--- config.mk ---
export PLATFORM = sky130hd
export DESIGN_NAME = sum_vector_generator
export DESIGN_NICKNAME = d
export VERILOG_FILES = /design/src/rtl/sum_vector_generator.sv
export SDC_FILE = /design/constraint.sdc
export NUM_CORES = 1
export LEC_CHECK = 0
export CAP_MARGIN = 40
export CORE_MARGIN = 4
export CORE_UTILIZATION = 35
export CTS_CLUSTER_SIZE = 8
export DETAILED_ROUTE_END_ITERATION = 6
export MAX_ROUTING_LAYER = met4
export PLACE_DENSITY = 0.65
export RECOVER_POWER = 100
export SKIP_CTS_REPAIR_TIMING = 1
export SYNTH_ARGS = -nofsm -noshare
export SYNTH_HDL_FRONTEND = slang
export SYNTH_SLANG_ARGS = --single-unit
--- constraint.sdc ---
create_clock -name clk -period 2.88 [get_ports clk]
set_clock_uncertainty 0.2 [all_clocks]
set_input_delay 0.432 -clock clk [delete_from_list [all_inputs] [get_ports clk]]
set_output_delay 0.432 -clock clk [all_outputs]
set_load 0.01 [all_outputs]
--- src/rtl/sum_vector_generator.sv ---
// sum_vector_generator: operand front end of the conditional-sum adder; builds the carry-in 0/1 vector sets.
// Define SUMGEN_ONECYCLE_EN to evaluate both carry chains in a single cycle instead of bit-serially.
`default_nettype none

module sum_vector_generator #(
    parameter int WIDTH = 7
) (
    input  logic             clk,
    input  logic             rst,
    input  logic [0:WIDTH-1] a_in,
    input  logic [0:WIDTH-1] b_in,
    input  logic             in_valid,
    output logic             in_ready,
    output logic [0:WIDTH-1] half_sum_vector,
    output logic [0:WIDTH-1] h_prim,
    output logic [0:WIDTH-1] carry_generate_vector,
    output logic [0:WIDTH-1] g_prim,
    output logic             out_valid,
    input  logic             out_ready,
    output logic             busy
);

    localparam logic [1:0] IDLE   = 2'd0;
    localparam logic [1:0] RIPPLE = 2'd1;
    localparam logic [1:0] DONE   = 2'd2;

    logic [1:0]       state;
    logic [0:WIDTH-1] a_work;
    logic [0:WIDTH-1] b_work;
    logic [0:WIDTH-1] p_work;
    logic [0:WIDTH-1] hp_work;
    logic [0:WIDTH-1] cg_result;
    logic [0:WIDTH-1] gp_result;
    logic             accept;
    logic             finish;

    assign in_ready = (state == IDLE);
    assign busy     = (state == RIPPLE);
    assign accept   = in_valid & in_ready;

    // Index WIDTH-1 is the LSB, so the carry-in-1 half sum flips the rightmost bit.
    assign p_work  = a_work ^ b_work;
    assign hp_work = p_work ^ {{(WIDTH-1){1'b0}}, 1'b1};

`ifdef SUMGEN_ONECYCLE_EN
    logic chain0;
    logic chain1;

    always_comb begin
        chain0    = 1'b0;
        chain1    = 1'b1;
        cg_result = '0;
        gp_result = '0;
        for (int i = WIDTH - 1; i >= 0; i--) begin
            cg_result[i] = (a_work[i] & b_work[i]) | (p_work[i] & chain0);
            gp_result[i] = (a_work[i] & b_work[i]) | (p_work[i] & chain1);
            chain0       = cg_result[i];
            chain1       = gp_result[i];
        end
    end

    assign finish = (state == RIPPLE);
`else
    localparam int             CW   = $clog2(WIDTH);
    localparam logic [CW-1:0]  LAST = CW'(WIDTH - 1);

    logic [CW-1:0]    cnt;
    logic             carry0;
    logic             carry1;
    logic [0:WIDTH-1] cg_work;
    logic [0:WIDTH-1] gp_work;
    logic             bit_p;
    logic             bit_g;
    logic             bit_c0;
    logic             bit_c1;

    assign bit_p  = a_work[cnt] ^ b_work[cnt];
    assign bit_g  = a_work[cnt] & b_work[cnt];
    assign bit_c0 = bit_g | (bit_p & carry0);
    assign bit_c1 = bit_g | (bit_p & carry1);

    // Work vectors with the current bit merged in, so the final bit reaches the outputs on the same edge.
    always_comb begin
        cg_result = cg_work;
        gp_result = gp_work;
        for (int i = 0; i < WIDTH; i++) begin
            if (cnt == CW'(i)) begin
                cg_result[i] = bit_c0;
                gp_result[i] = bit_c1;
            end
        end
    end

    assign finish = (state == RIPPLE) && (cnt == '0);

    always_ff @(posedge clk or posedge rst) begin
        if (rst) begin
            cnt     <= '0;
            carry0  <= 1'b0;
            carry1  <= 1'b0;
            cg_work <= '0;
            gp_work <= '0;
        end else if (accept) begin
            cnt     <= LAST;
            carry0  <= 1'b0;
            carry1  <= 1'b1;
            cg_work <= '0;
            gp_work <= '0;
        end else if (state == RIPPLE) begin
            cg_work <= cg_result;
            gp_work <= gp_result;
            carry0  <= bit_c0;
            carry1  <= bit_c1;
            if (cnt != '0) begin
                cnt <= cnt - 1'b1;
            end
        end
    end
`endif

    always_ff @(posedge clk or posedge rst) begin
        if (rst) begin
            state                 <= IDLE;
            a_work                <= '0;
            b_work                <= '0;
            half_sum_vector       <= '0;
            h_prim                <= '0;
            carry_generate_vector <= '0;
            g_prim                <= '0;
            out_valid             <= 1'b0;
        end else begin
            case (state)
                IDLE: begin
                    if (accept) begin
                        a_work <= a_in;
                        b_work <= b_in;
                        state  <= RIPPLE;
                    end
                end
                RIPPLE: begin
                    if (finish) begin
                        half_sum_vector       <= p_work;
                        h_prim                <= hp_work;
                        carry_generate_vector <= cg_result;
                        g_prim                <= gp_result;
                        out_valid             <= 1'b1;
                        state                 <= DONE;
                    end
                end
                DONE: begin
                    if (out_valid && out_ready) begin
                        out_valid <= 1'b0;
                        state     <= IDLE;
                    end
                end
                default: state <= IDLE;
            endcase
        end
    end

endmodule

`default_nettype wire

# Word-level counts from Yosys, hierarchy flattened
# Cells that the tools add are included.
# Widths: inputs -> output; s select.
[word_totals]
inputBits = 18
output_inout_bits = 31
word_cells = 87
regBits = 64
[classes]
eq_ne = 11
n_addsub = 1
reduce_logical = 13
mux = 38
bitwise_logic = 10
magnitude_cmp = 1
[ops]
columns = ["op", "count"]
rows = [
  ["$mux 7", 4],
  ["$mux 1", 24],
  ["$eq 3x3->1 const B", 3],
  ["$mux 3", 3],
  ["$xor 7x7->7", 1],
  ["$bmux 1 s3", 2],
  ["$eq 3x2->1 const B", 2],
  ["$mux 2", 3],
  ["$pmux 2 s3", 1],
  ["$reduce_and 2->1", 3],
  ["$reduce_and 3->1", 2],
  ["$reduce_bool 2->1", 3],
  ["$and 1x1->1", 4],
  ["$ge 4x4->1 const B", 1],
  ["$ne 2x1->1 const B", 2],
  ["$not 3->4", 1],
  ["$eq 3x1->1 const B", 1],
  ["$logic_not 3->1", 1],
  ["$reduce_bool 3->1", 1],
  ["$sub 3x1->3 const B", 1],
  ["$eq 2x1->1 const B", 1],
  ["$eq 2x2->1 const B", 1],
  ["$logic_and 1x1->1", 2],
  ["$logic_not 2->1", 1],
  ["5 further kinds", 6],
]

# Logic depth before layout (Yosys ltp)
[logic_depth]
word_depth = 10
depth_mapped = 8
mapped_depth_nobuf = 7

# Least setup slack after synthesis
# OpenSTA, ideal clock, no wires.
[synth_path]
path_kind = "register to register"
from = "reg cnt[0]"
to = "reg carry0"
arrival_time_ps = 1960
synth_period_minus_slack_ps = 2304
n_path_buf = 1
t_required_ps = 2536
path_stages_with_launch = 7
path_slack_ps = 576
setup_ps = 144
cell_sequence = "dfrtp_1 -> buf_6 -> mux4_2 -> o21a_1 -> ha_1 -> a21oi_1 -> a211oi_1"
[synth_via]
elab_chain_len = 9
word_cells_on_any_way = 13
cone_classes = "8 x mux; 5 x bitwise"
[synth_rtl]
columns = ["element", "line", "text"]
rows = [
  ["start, declared", "67", "logic [CW-1:0] cnt;"],
  ["start signal, assigned", "115", "cnt <= cnt - 1'b1;"],
  ["$not 3->4 (not written as such) (*)", "77, 78", ""],
  ["$bmux 1 s3", "77, 78", ""],
  ["$mux 1 (not written as such) (2 in series)", "77, 78", ""],
  ["$xor 1x1->1", "77", "assign bit_p = a_work[cnt] ^ b_work[cnt];"],
  ["$and 1x1->1", "79", "assign bit_c0 = bit_g | (bit_p & carry0);"],
  ["$or 1x1->1 (*)", "79", ""],
  ["$mux 1 (*)", "109", "end else if (state == RIPPLE) begin"],
  ["$mux 1 (*)", "103", "end else if (accept) begin"],
  ["end signal, assigned", "112", "carry0 <= bit_c0;"],
  ["end, declared", "68", "logic carry0;"],
]
# Mark *: on every way between the ends. The rest lies on a longest branch, timed or not. The select of a mux whose other input is x is not followed.
# A chain may end at the register's enable or synchronous reset.

# Final worst setup path
[layout_path]
from = "reg cnt[0]"
to = "reg gp_work[4] (netlist name)"
[layout_via]
elab_chain_len = 10
word_cells_on_any_way = 15
cone_classes = "1 x eq/ne; 9 x mux; 5 x bitwise"
[layout_rtl]
columns = ["element", "line", "text"]
rows = [
  ["$not 3->4 (not written as such)", "77, 78", ""],
  ["$bmux 1 s3", "77, 78", ""],
  ["$mux 1 (not written as such) (2 in series)", "77, 78", ""],
  ["$xor 1x1->1", "77", ""],
  ["$and 1x1->1", "80", "assign bit_c1 = bit_g | (bit_p & carry1);"],
  ["$or 1x1->1", "80", ""],
  ["$mux 1 (*)", "87", "if (cnt == CW'(i)) begin"],
  ["$mux 7 (*)", "109", ""],
  ["$mux 7 (*)", "103", ""],
  ["end signal, assigned", "111", "gp_work <= gp_result;"],
  ["end, declared", "71", "logic [0:WIDTH-1] gp_work;"],
]
# Marks and branches as above.

==> impl_metrics.toml <==
[drt]
final_antenna_net_count = 0
num_vias = 1932
drcViolationCount = 0
drt_wl_total_um = 5300
via_per_inst = 4.63
drt_iter0_markers = 56
routedWlPerCell_um = 12.7
drtPass1Iterations = 4

[die]
start_util = 0.366
ios = 49
num_rows = 31
die-width_um = 96.1
placeableCoreArea_mm2 = 0.00741
die_area_mm2 = 0.00923
die_y_um = 96.1

[setup_path]
startpoint_type = "flop"
critical_path.max_fanout = 9
worstPathRequired_ns = 2.86
cp.arrival_ns = 2.53
crit_family = "multiplexers"
cp_slowest_cell = "mux4_2"
r2r_slack_ns = 0.33
crit_path_end_kind = "flop"
path_cells = "mux4_2 -> o21a_1 -> ha_1 -> a21oi_1 -> clkbuf_1 -> a211oi_1"
max_stage_delay_ns = 0.54
crit_type = "flop to flop"
path_buf_inv = 1

[synthesis]
async_flop_share = 1.00
synth_top_area_cell = "dfrtp_1"
syn_inst = 275
synth_area_per_cell_um2 = 9.87
ys_top_cells_by_count = "nand2_1 (76), dfrtp_1 (56), nor2_1 (21)"
yosys.area.top_type_share = 0.516
synth_area_leaders = "dfrtp_1 (52%), nand2_1 (11%), ha_1 (4.6%)"
syn_area_mm2 = 0.00271
yosysMostFrequentCell = "nand2_1"
ys_ff_latch = 56
synth_warnings = 0
yosysSeqAreaShare = 0.516
ys_types = 39
synth_ff_type = "dfrtp_1"
syn-num-nets = 303
synth-edff-count = 0

[power_and_ir_drop]
internal_power_uw = 2130
total_power_uw = 3560
ir_drop_uv = 497
p_sw_uw = 1430
p_leak_uw = 0.00158
power_density_mw_per_mm2 = 1080
p_comb_frac = 0.485
pwr-share-seq = 0.387
power.share.clock = 0.128
swShare = 0.403

[timing]
tns_ns = 0
fmaxAchievable_ghz = 0.392
rsz0062_at_grt = "no"
final-setup-viol-count = 0
tightest_slew_ns = 1.35
drv_slew = 0
timing.final.crit_share = 0.885
post-route-min-period_ns = 2.55
slew_headroom = 0.0996
finalHoldViolCount = 0

[global_route]
grt_pass1_vias = 1866
grt_pass1_wl_um = 8950
antenna_found_initial = 0
grt_usage = 0.129
grt_max_degree = 57
grt_overflow = 0

[outcome]
status = "complete, no violations"

[clocking]
cts.sinks = 56
path_clk_slew_ns = 0.10
h-tree-depth = 2
clk_latency_ns = 0.32
root_buffer = "clkbuf_8"
cts_buffer_depth = 2
tritoncts = "yes"
numCtsBuffers = 5

[placement]
place_congestion = 0.760
io_buffers = 48
hpwl_um = 3840

[cells_and_area]
area_delta_synth_final_pct = 21.9
antenna_cells = 0
finalNetCount = 345
fill_cells = 735
seqCellArea_mm2 = 0.00140
drive_above_1_share = 0.0597
multiInputGateArea_mm2 = 0.00114

[worst_hold_path]
hold_path_class = "flop to flop"

[flow_run]
maxCapViolCount = 0
==> state kept, by name (all words and copies together), names as in the netlist <==
register / cells
a_work: 7
b_work: 7
carry0: 1
carry1: 1
carry_generate_vector: 7
cg_work: 6
cnt: 3
g_prim: 7
gp_work: 6
h_prim: 1
half_sum_vector: 7
out_valid: 1
state: 2
==> area by class of cell <==
| type | instances | area share |
|---|---|---|
| Clock buffer | 6 | 0.0250 |
| Clock inverter | 2 | 0.00416 |
| Inverter | 7 | 0.00795 |
| Multi-Input combinational cell | 192 | 0.344 |
| Sequential cell | 56 | 0.424 |
| Tap cell | 99 | 0.0375 |
| Timing Repair Buffer | 55 | 0.157 |
==> tightest hold or removal path: cells and delay by family (launching register included) <==
family        cells  cell delay [ns]
flops             1             0.35
simple gates      2             0.10
==> stage by stage <==
stage               hold WS [ns]  utilization  instance area, um2  setup slack [ns]  instances
global placement           0.255        0.437                3240             0.476        409
global route               0.302        0.446                3310             0.130        417
CTS                        0.287        0.450                3330             0.402        417
detailed placement         0.262        0.437                3240             0.429        409
floorplan                  0.238            -                2710             0.576        275
finish                     0.275        0.446                3310             0.330        417
==> kinds of logic (layout without fill, tap and decap cells) <==
kind of cell | after synthesis | after routing | share of synthesized area
AOI/OAI and AO/OA | 48 | 48 | 0.114
xor gates and xnor gates | 7 | 7 | 0.0226
adders and majority gates | 10 | 10 | 0.0461
buffers and inverters | 27 | 70 | 0.0595
DFF | 56 | 56 | 0.516
muxes | 11 | 11 | 0.0507
and+or+nand+nor | 116 | 116 | 0.191
==> worst paths after layout <==
check / depth (start not counted) / end / from
worst max-delay path: 6 / gp_work[4] / cnt[0]
worst min-delay path: 2 / g_prim[5] / g_prim[5]
worst max register to register: 6 / gp_work[4] / cnt[0]
worst min register to register: 2 / g_prim[5] / g_prim[5]
max in group asynchronous: 3 / state[1] / rst
min in group asynchronous: 3 / g_prim[5] / rst
==> placed cells by master (no fill, tap or decap), drive strengths merged, types with 2 or more instances in the layout <==
cell type / count
inv: 7
and3: 4
clkbuf: 10
and3b: 4
clkdlybuf4s50: 16
buf: 3
xnor2: 6
a21o: 3
mux4: 2
dfrtp: 56
clkinv: 2
mux2: 2
nor2: 21
dlygate4sd3: 32
a31oi: 2
nand3: 2
mux2i: 7
ha: 10
and2b: 4
nand2: 76
a21oi: 6
a211oi: 14
o21ai: 17
==> power groups by stage <==
| stage | clock network [uW] | registers, uW | logic, uW |
|---|---|---|---|
| after detailed placement | 0 | 1410 | 1880 |
| after CTS | 472 | 1400 | 1890 |
| final | 456 | 1380 | 1730 |
| after global placement | 0 | 1390 | 1850 |
| after global routing | 512 | 1430 | 1960 |
| after floorplan | 0 | 1390 | 1210 |
==> per-layer routing <==
layer	global-route usage	vias up	part of all wire
met1	0.172	896	0.48
met4	0.0355	0	0.014
met5	-	-	0
met3	0.0375	6	0.041
met2	0.193	33	0.46
li1	-	997	-
Note: power is estimated with default switching activity, not from simulation.
